[config.mk]
export PLATFORM = sky130hd
export DESIGN_NAME = fft_frame_sched
export DESIGN_NICKNAME = d
export VERILOG_FILES = /design/src/rtl/fft_sched_pkg.sv /design/src/rtl/fft_peak_track.sv /design/src/rtl/fft_frame_sched.sv
export SDC_FILE = /design/constraint.sdc
export NUM_CORES = 1
export LEC_CHECK = 0
export CORE_MARGIN = 3
export CORE_UTILIZATION = 52
export CTS_BUF_LIST = sky130_fd_sc_hd__clkbuf_4 sky130_fd_sc_hd__clkbuf_8 sky130_fd_sc_hd__clkbuf_16
export DETAILED_ROUTE_END_ITERATION = 12
export GPL_TIMING_DRIVEN = 0
export PLACE_DENSITY = 0.86
export SLEW_MARGIN = 0
export SYNTH_ARGS = -nofsm -noshare
export SYNTH_HDL_FRONTEND = slang
export SYNTH_SLANG_ARGS = --single-unit
[constraint.sdc]
create_clock -name sys_clk -period 5.2 [get_ports sys_clk]
set_clock_uncertainty 0.05 [all_clocks]
set_input_delay 1.3 -clock sys_clk [delete_from_list [all_inputs] [get_ports sys_clk]]
set_output_delay 1.3 -clock sys_clk [all_outputs]
set_load 0.05 [all_outputs]
[src/rtl/fft_sched_pkg.sv]
// Shared state encoding and default sizing for the FFT frame sequencer.
package fft_sched_pkg;
  typedef enum logic [1:0] {IDLE, FEED, DRAIN, REPORT} state_t;

  localparam int DEF_LOG2N         = 14;
  localparam int DEF_DATA_W        = 48;
  localparam int DEF_MAG_W         = 16;
  localparam int DEF_DRAIN_TIMEOUT = 65535;
endpackage

[src/rtl/fft_peak_track.sv]
// Running peak over positive-frequency bins; strict-greater compare keeps the earliest (lowest) bin on ties.
module fft_peak_track
  import fft_sched_pkg::*;
#(
  parameter int LOG2N = DEF_LOG2N,
  parameter int MAG_W = DEF_MAG_W
) (
  input  logic             clk,
  input  logic             rst_n,
  input  logic             clr,
  input  logic             upd,
  input  logic [MAG_W-1:0] mag,
  input  logic [15:0]      addr,
  output logic [MAG_W-1:0] nxt_mag,
  output logic [15:0]      nxt_bin
);
  logic [MAG_W-1:0] run_mag;
  logic [15:0]      run_bin;
  logic             bin_ok;

  // Bins 1..N/2-1: nonzero and top index bit clear.
  assign bin_ok = (addr[LOG2N-1:0] != '0) && !addr[LOG2N-1];

  always_comb begin
    nxt_mag = run_mag;
    nxt_bin = run_bin;
    if (upd && bin_ok && (mag > run_mag)) begin
      nxt_mag = mag;
      nxt_bin = addr;
    end
  end

  always_ff @(posedge clk or negedge rst_n) begin
    if (!rst_n) begin
      run_mag <= '0;
      run_bin <= 16'd1;
    end else if (clr) begin
      run_mag <= '0;
      run_bin <= 16'd1;
    end else begin
      run_mag <= nxt_mag;
      run_bin <= nxt_bin;
    end
  end
endmodule

[src/rtl/fft_frame_sched.sv]
// Gates the sample stream into N-sample FFT frames, drains N magnitudes, and reports the peak bin.
module fft_frame_sched
  import fft_sched_pkg::*;
#(
  parameter int LOG2N         = DEF_LOG2N,
  parameter int DATA_W        = DEF_DATA_W,
  parameter int MAG_W         = DEF_MAG_W,
  parameter int DRAIN_TIMEOUT = DEF_DRAIN_TIMEOUT
) (
  input  logic              sys_clk,
  input  logic              sys_rstn,
  input  logic              start,
  input  logic              continuous,
  input  logic              abort,
  input  logic [DATA_W-1:0] s_sample_data,
  input  logic              s_sample_valid,
  output logic [DATA_W-1:0] fft_data,
  output logic              fft_valid,
  output logic              fft_tlast,
  input  logic              fft_tready,
  input  logic              mag_valid,
  input  logic [MAG_W-1:0]  mag_data,
  input  logic [15:0]       mag_addr,
  output logic              busy,
  output logic              frame_done,
  output logic [MAG_W-1:0]  peak_mag,
  output logic [15:0]       peak_bin,
  output logic [15:0]       frame_cnt,
  output logic [15:0]       drop_cnt,
  output logic              timeout_err
);
  localparam int IW = $clog2(DRAIN_TIMEOUT + 1);
  localparam logic [LOG2N-1:0] LAST = '1;
  localparam logic [IW-1:0]    IDLE_LIM = IW'(DRAIN_TIMEOUT - 1);

  state_t           state, state_nxt;
  logic [LOG2N-1:0] acc_cnt, res_cnt;
  logic [IW-1:0]    idle_cnt;
  logic             cont_q;
  logic             in_feed, accept, drop, mag_in, last_mag, tmo, enter_feed, go;
  logic [MAG_W-1:0] nxt_mag;
  logic [15:0]      nxt_bin;

  // Abort gates the stream in the same cycle so the FFT never sees a post-abort beat.
  assign in_feed   = (state == FEED) && !abort;
  assign fft_valid = in_feed && s_sample_valid;
  assign fft_data  = in_feed ? s_sample_data : '0;
  assign fft_tlast = in_feed && (acc_cnt == LAST);
  assign accept    = fft_valid && fft_tready;
  assign drop      = fft_valid && !fft_tready;

  assign mag_in   = (state == DRAIN) && !abort && mag_valid;
  assign last_mag = mag_in && (res_cnt == LAST);
  assign tmo      = (state == DRAIN) && !abort && !mag_valid && (idle_cnt == IDLE_LIM);
  assign go       = (state == IDLE) && start && !abort;
  assign busy     = (state != IDLE);

  always_comb begin
    state_nxt = state;
    if (abort) state_nxt = IDLE;
    else begin
      case (state)
        IDLE:    if (start) state_nxt = FEED;
        FEED:    if (accept && (acc_cnt == LAST)) state_nxt = DRAIN;
        DRAIN: begin
          if (last_mag) state_nxt = REPORT;
          else if (tmo) state_nxt = IDLE;
        end
        REPORT:  state_nxt = cont_q ? FEED : IDLE;
        default: state_nxt = IDLE;
      endcase
    end
  end

  assign enter_feed = (state != FEED) && (state_nxt == FEED);

  always_ff @(posedge sys_clk or negedge sys_rstn) begin
    if (!sys_rstn) state <= IDLE;
    else           state <= state_nxt;
  end

  always_ff @(posedge sys_clk or negedge sys_rstn) begin
    if (!sys_rstn) begin
      acc_cnt     <= '0;
      res_cnt     <= '0;
      idle_cnt    <= '0;
      cont_q      <= 1'b0;
      drop_cnt    <= '0;
      timeout_err <= 1'b0;
      frame_done  <= 1'b0;
      peak_mag    <= '0;
      peak_bin    <= '0;
      frame_cnt   <= '0;
    end else begin
      if (enter_feed)  acc_cnt <= '0;
      else if (accept) acc_cnt <= acc_cnt + 1'b1;

      if (enter_feed)  res_cnt <= '0;
      else if (mag_in) res_cnt <= res_cnt + 1'b1;

      if ((state != DRAIN) || mag_in) idle_cnt <= '0;
      else                            idle_cnt <= idle_cnt + 1'b1;

      if (drop && (drop_cnt != 16'hFFFF)) drop_cnt <= drop_cnt + 1'b1;

      if (go) begin
        cont_q      <= continuous;
        timeout_err <= 1'b0;
      end else if (tmo) begin
        timeout_err <= 1'b1;
      end

      // Report registers in the same edge that takes the Nth result, including that result.
      frame_done <= last_mag;
      if (last_mag) begin
        peak_mag  <= nxt_mag;
        peak_bin  <= nxt_bin;
        frame_cnt <= frame_cnt + 1'b1;
      end
    end
  end

  fft_peak_track #(.LOG2N(LOG2N), .MAG_W(MAG_W)) u_peak (
    .clk     (sys_clk),
    .rst_n   (sys_rstn),
    .clr     (enter_feed),
    .upd     (mag_in),
    .mag     (mag_data),
    .addr    (mag_addr),
    .nxt_mag (nxt_mag),
    .nxt_bin (nxt_bin)
  );
endmodule

==> report_table.html <==
<table>
<tr><th>Metric</th><th>Value</th></tr>
<tr><th colspan="2">Worst setup path</th></tr>
<tr><td>Minimum setup slack among reg-to-reg paths</td><td>2700 ps</td></tr>
<tr><td>Element type at the critical path start</td><td>input pin</td></tr>
<tr><td>Critical path start-end classification</td><td>in2out</td></tr>
<tr><td>Data required time of the critical path</td><td>3850 ps</td></tr>
<tr><td>Maximum fanout along the worst path</td><td>10</td></tr>
<tr><td>Arrival time at the worst endpoint</td><td>3550 ps</td></tr>
<tr><td>Endpoint type of the worst setup path</td><td>output pin</td></tr>
<tr><th colspan="2">Clock tree</th></tr>
<tr><td>Number of H-tree levels</td><td>4</td></tr>
<tr><td>Number of buffers on the longest clock path</td><td>2</td></tr>
<tr><td>TritonCTS clock tree</td><td>built</td></tr>
<tr><td>Total CTS buffers</td><td>17</td></tr>
<tr><td>Clock sink count</td><td>145</td></tr>
<tr><td>Clock Tree Root</td><td>sky130_fd_sc_hd__clkbuf_16</td></tr>
<tr><td>Insertion delay to the later sink of the worst-skew pair</td><td>420 ps</td></tr>
<tr><td>Clock-pin slew reported for the worst setup and hold paths after clock tree synthesis</td><td>60 ps</td></tr>
<tr><th colspan="2">Outcome</th></tr>
<tr><td>Outcome</td><td>completed</td></tr>
<tr><th colspan="2">Logic synthesis</th></tr>
<tr><td>Yosys top cell area share</td><td>0.503</td></tr>
<tr><td>Post-Syn Nets</td><td>850</td></tr>
<tr><td>Count of warnings emitted by yosys</td><td>0</td></tr>
<tr><td>Number of instances in the synthesized netlist</td><td>740</td></tr>
<tr><td>Number of distinct library cells after synthesis</td><td>52</td></tr>
<tr><td>Top post-synthesis cells by area</td><td>sky130_fd_sc_hd__dfrtp_1 50%, sky130_fd_sc_hd__xor2_1 5.1%, sky130_fd_sc_hd__nor2_1 4.8%</td></tr>
<tr><td>Sequential area share after synthesis</td><td>0.506</td></tr>
<tr><td>Mean cell area of the mapped netlist</td><td>9.68 um2</td></tr>
<tr><td>Number of synthesized register bits</td><td>145</td></tr>
<tr><td>Cell area after synthesis</td><td>7170 um2</td></tr>
<tr><td>Most area-hungry cell type in the Yosys netlist</td><td>sky130_fd_sc_hd__dfrtp_1</td></tr>
<tr><th colspan="2">STA</th></tr>
<tr><td>Final max-slew violation count</td><td>0</td></tr>
<tr><td>Post-route minimum period</td><td>4900 ps</td></tr>
<tr><td>Final worst-path cycle share</td><td>0.943</td></tr>
<tr><td>Setup TNS Final</td><td>0 ps</td></tr>
<tr><td>Final setup violation count</td><td>0</td></tr>
<tr><td>Pin slew with the least headroom to its limit</td><td>732 ps</td></tr>
<tr><td>Final hold violation count</td><td>0</td></tr>
<tr><td>Worst setup margin</td><td>295 ps</td></tr>
<tr><td>Max_slew headroom</td><td>0.512</td></tr>
<tr><td>Unrepaired setup endpoints after global routing</td><td>false</td></tr>
<tr><td>Max frequency</td><td>0.204 GHz</td></tr>
<tr><th colspan="2">Place</th></tr>
<tr><td>Total of buffers placed on input and output ports</td><td>204</td></tr>
<tr><td>Post-Place Cell Area</td><td>9460 um2</td></tr>
<tr><td>Routability cong.</td><td>0.867</td></tr>
<tr><td>Dpl ws</td><td>-17.8 ps</td></tr>
<tr><td>Placed wire-length estimate</td><td>14000 um</td></tr>
<tr><th colspan="2">Cells and area</th></tr>
<tr><td>Post-route cell area</td><td>10100 um2</td></tr>
<tr><td>Antenna Cells</td><td>0</td></tr>
<tr><td>Most frequent standard cell in the layout excluding fill and tap cells</td><td>sky130_fd_sc_hd__clkdlybuf4s50_1</td></tr>
<tr><td>Layout overhead on the synthesized area</td><td>41.6%</td></tr>
<tr><td># fillers</td><td>933</td></tr>
<tr><td>Commonest cells after routing, fill and taps aside</td><td>183 x sky130_fd_sc_hd__clkdlybuf4s50_1, 144 x sky130_fd_sc_hd__dfrtp_1, 92 x sky130_fd_sc_hd__nor2_1</td></tr>
<tr><td># nets final</td><td>1074</td></tr>
<tr><td>Share of layout cells above drive strength 1</td><td>0.0706</td></tr>
<tr><th colspan="2">GRT</th></tr>
<tr><td>Overall fraction of global-route tracks in use</td><td>0.258</td></tr>
<tr><td>Antenna violations before repair</td><td>0</td></tr>
<tr><td>Pin count of the biggest net entering global routing</td><td>80</td></tr>
<tr><td>Global-route wire length before repair</td><td>30800 um</td></tr>
<tr><td>Vias in the first global route</td><td>6461</td></tr>
<tr><td>Remaining Overflow, GRT</td><td>0</td></tr>
<tr><th colspan="2">Power</th></tr>
<tr><td>Total power</td><td>2.80 mW</td></tr>
<tr><td>Leak</td><td>4.70 nW</td></tr>
<tr><td>Maximum resistive drop on vdd</td><td>0.314 mV</td></tr>
<tr><td>Power density over the cells</td><td>276 nW/um2</td></tr>
<tr><th colspan="2">Floorplan</th></tr>
<tr><td>Height of the die</td><td>123 um</td></tr>
<tr><td>Area of the die</td><td>15200 um2</td></tr>
<tr><td>Core Box Area</td><td>13300 um2</td></tr>
<tr><td>Core Rows</td><td>42</td></tr>
<tr><td>Starting density of the core</td><td>0.537</td></tr>
<tr><td>Top-Level Pins</td><td>205</td></tr>
<tr><td>Die Span X</td><td>123 um</td></tr>
<tr><th colspan="2">Detailed routing</th></tr>
<tr><td>Wirelength per Cell</td><td>16.6 um</td></tr>
<tr><td>ANT nets after route</td><td>0</td></tr>
<tr><td>Via density per instance</td><td>5.48</td></tr>
<tr><td>1st-iter DRT viols</td><td>313</td></tr>
<tr><td>DRT Pass-1 Iters</td><td>5</td></tr>
<tr><td>Total vias in the final route</td><td>6316</td></tr>
<tr><td>Post-detailed-routing wire length</td><td>19100 um</td></tr>
<tr><td>DRC violations left</td><td>0</td></tr>
<tr><th colspan="2">Min path</th></tr>
<tr><td>Hold WC Path Type</td><td>reg2reg</td></tr>
<tr><th colspan="2">Run</th></tr>
<tr><td>Max-capacitance violation count</td><td>0</td></tr>
</table>
==> worst max-delay path: stages <==
cell,delay (ps)
sky130_fd_sc_hd__clkdlybuf4s50_1,540
sky130_fd_sc_hd__nor3b_2,340
sky130_fd_sc_hd__clkbuf_1,330
sky130_fd_sc_hd__clkbuf_1,290
sky130_fd_sc_hd__and2_1,210
sky130_fd_sc_hd__dlygate4sd2_1,540
==> power breakdown <==
| group | switching (mW) | internal [mW] |
|---|---|---|
| sequential | 0.0172 | 1.14 |
| clock | 0.493 | 0.825 |
| combinational | 0.190 | 0.133 |
| total | 0.700 | 2.10 |
==> through the flow <==
stage,hold WS [ps],utilization,std cells
3_3_place_gp,411,0.706,1120
2_1_floorplan,424,-,740
5_1_grt,436,0.760,1153
4_1_cts,430,0.757,1153
6_report,425,0.760,1153
3_5_place_dp,416,0.709,1121
==> timing repair <==
action	CTS	global route
endpoints found under the setup margin	1	19
endpoints found under the hold margin	0	0
hold buffers	0	0
setup buffers	0	0
resized for setup	1	19
==> per-layer routing <==
metal / wire [um] / global-route usage
met1: 7250 / 0.296
met2: 10000 / 0.456
met3: 1510 / 0.0801
met4: 343 / 0.0879
met5: 0 / 0
==> layout make-up <==
class | count | area, um2 | share of cell area
plain buffers | 38 | 193 | 0.0190
inverters | 25 | 93.8 | 0.00925
repair buffers | 205 | 2120 | 0.209
clock inverters | 14 | 204 | 0.0201
multi-input cells | 532 | 3250 | 0.320
flip-flops and latches | 145 | 3630 | 0.358
well taps | 176 | 220 | 0.0217
clock buffers | 18 | 439 | 0.0433
==> cells by family (layout without fill, tap and decap cells) <==
logic type,count (synthesis),after routing,synth area share
xor gates and xnor gates,68,68,0.0831
muxes,3,3,0.00454
adders and majority gates,22,22,0.0384
and+or+nand+nor,319,319,0.233
AOI/OAI and AO/OA,120,120,0.0944
buffers and inverters,63,300,0.0400
DFF,145,145,0.506
==> worst paths after layout <==
| check | startpoint | to | cells after the start |
|---|---|---|---|
| setup / recovery | abort | fft_data[27] | 6 |
| hold / removal | frame_cnt[15]$_DFFE_PN0N_ | frame_cnt[15]$_DFFE_PN0N_ | 1 |
| setup reg to reg | u_peak.run_mag[11]$_DFF_PN0_ | peak_mag[14]$_DFFE_PN0N_ | 8 |
| hold reg to reg | frame_cnt[15]$_DFFE_PN0N_ | frame_cnt[15]$_DFFE_PN0N_ | 1 |
| max in group asynchronous | sys_rstn | u_peak.run_bin[0]$_DFF_PN1_ | 2 |
| min in group asynchronous | sys_rstn | peak_mag[8]$_DFFE_PN0N_ | 1 |
==> synthesized netlist by cell type (all sizes together) <==
master	number
nand2	47
inv	25
o41ai	1
o31a	2
nor4b	1
nand3b	1
a211oi	1
nor2	92
o2111ai	1
nand4bb	2
dfstp	1
o31ai	1
a31oi	32
and2b	1
nor4	4
a21oi	42
nor3b	1
clkbuf	18
o21ai	37
buf	20
nor2b	2
or3	5
mux2i	1
nor3	9
nand4	20
and4	10
xor2	42
nand3	58
ha	22
or4	1
o21a	2
mux2	2
dfrtp	144
and2	49
o2111a	1
nand2b	2
and3	14
xnor2	26
==> sequential cells by signal (all words and copies together), names as in the netlist, 16 cells and up <==
register,cells
frame_cnt,16
drop_cnt,16
peak_mag,16
peak_bin,16
u_peak.run_bin,16
idle_cnt,16
u_peak.run_mag,16
No activity file was read; power rests on OpenSTA's default activity.
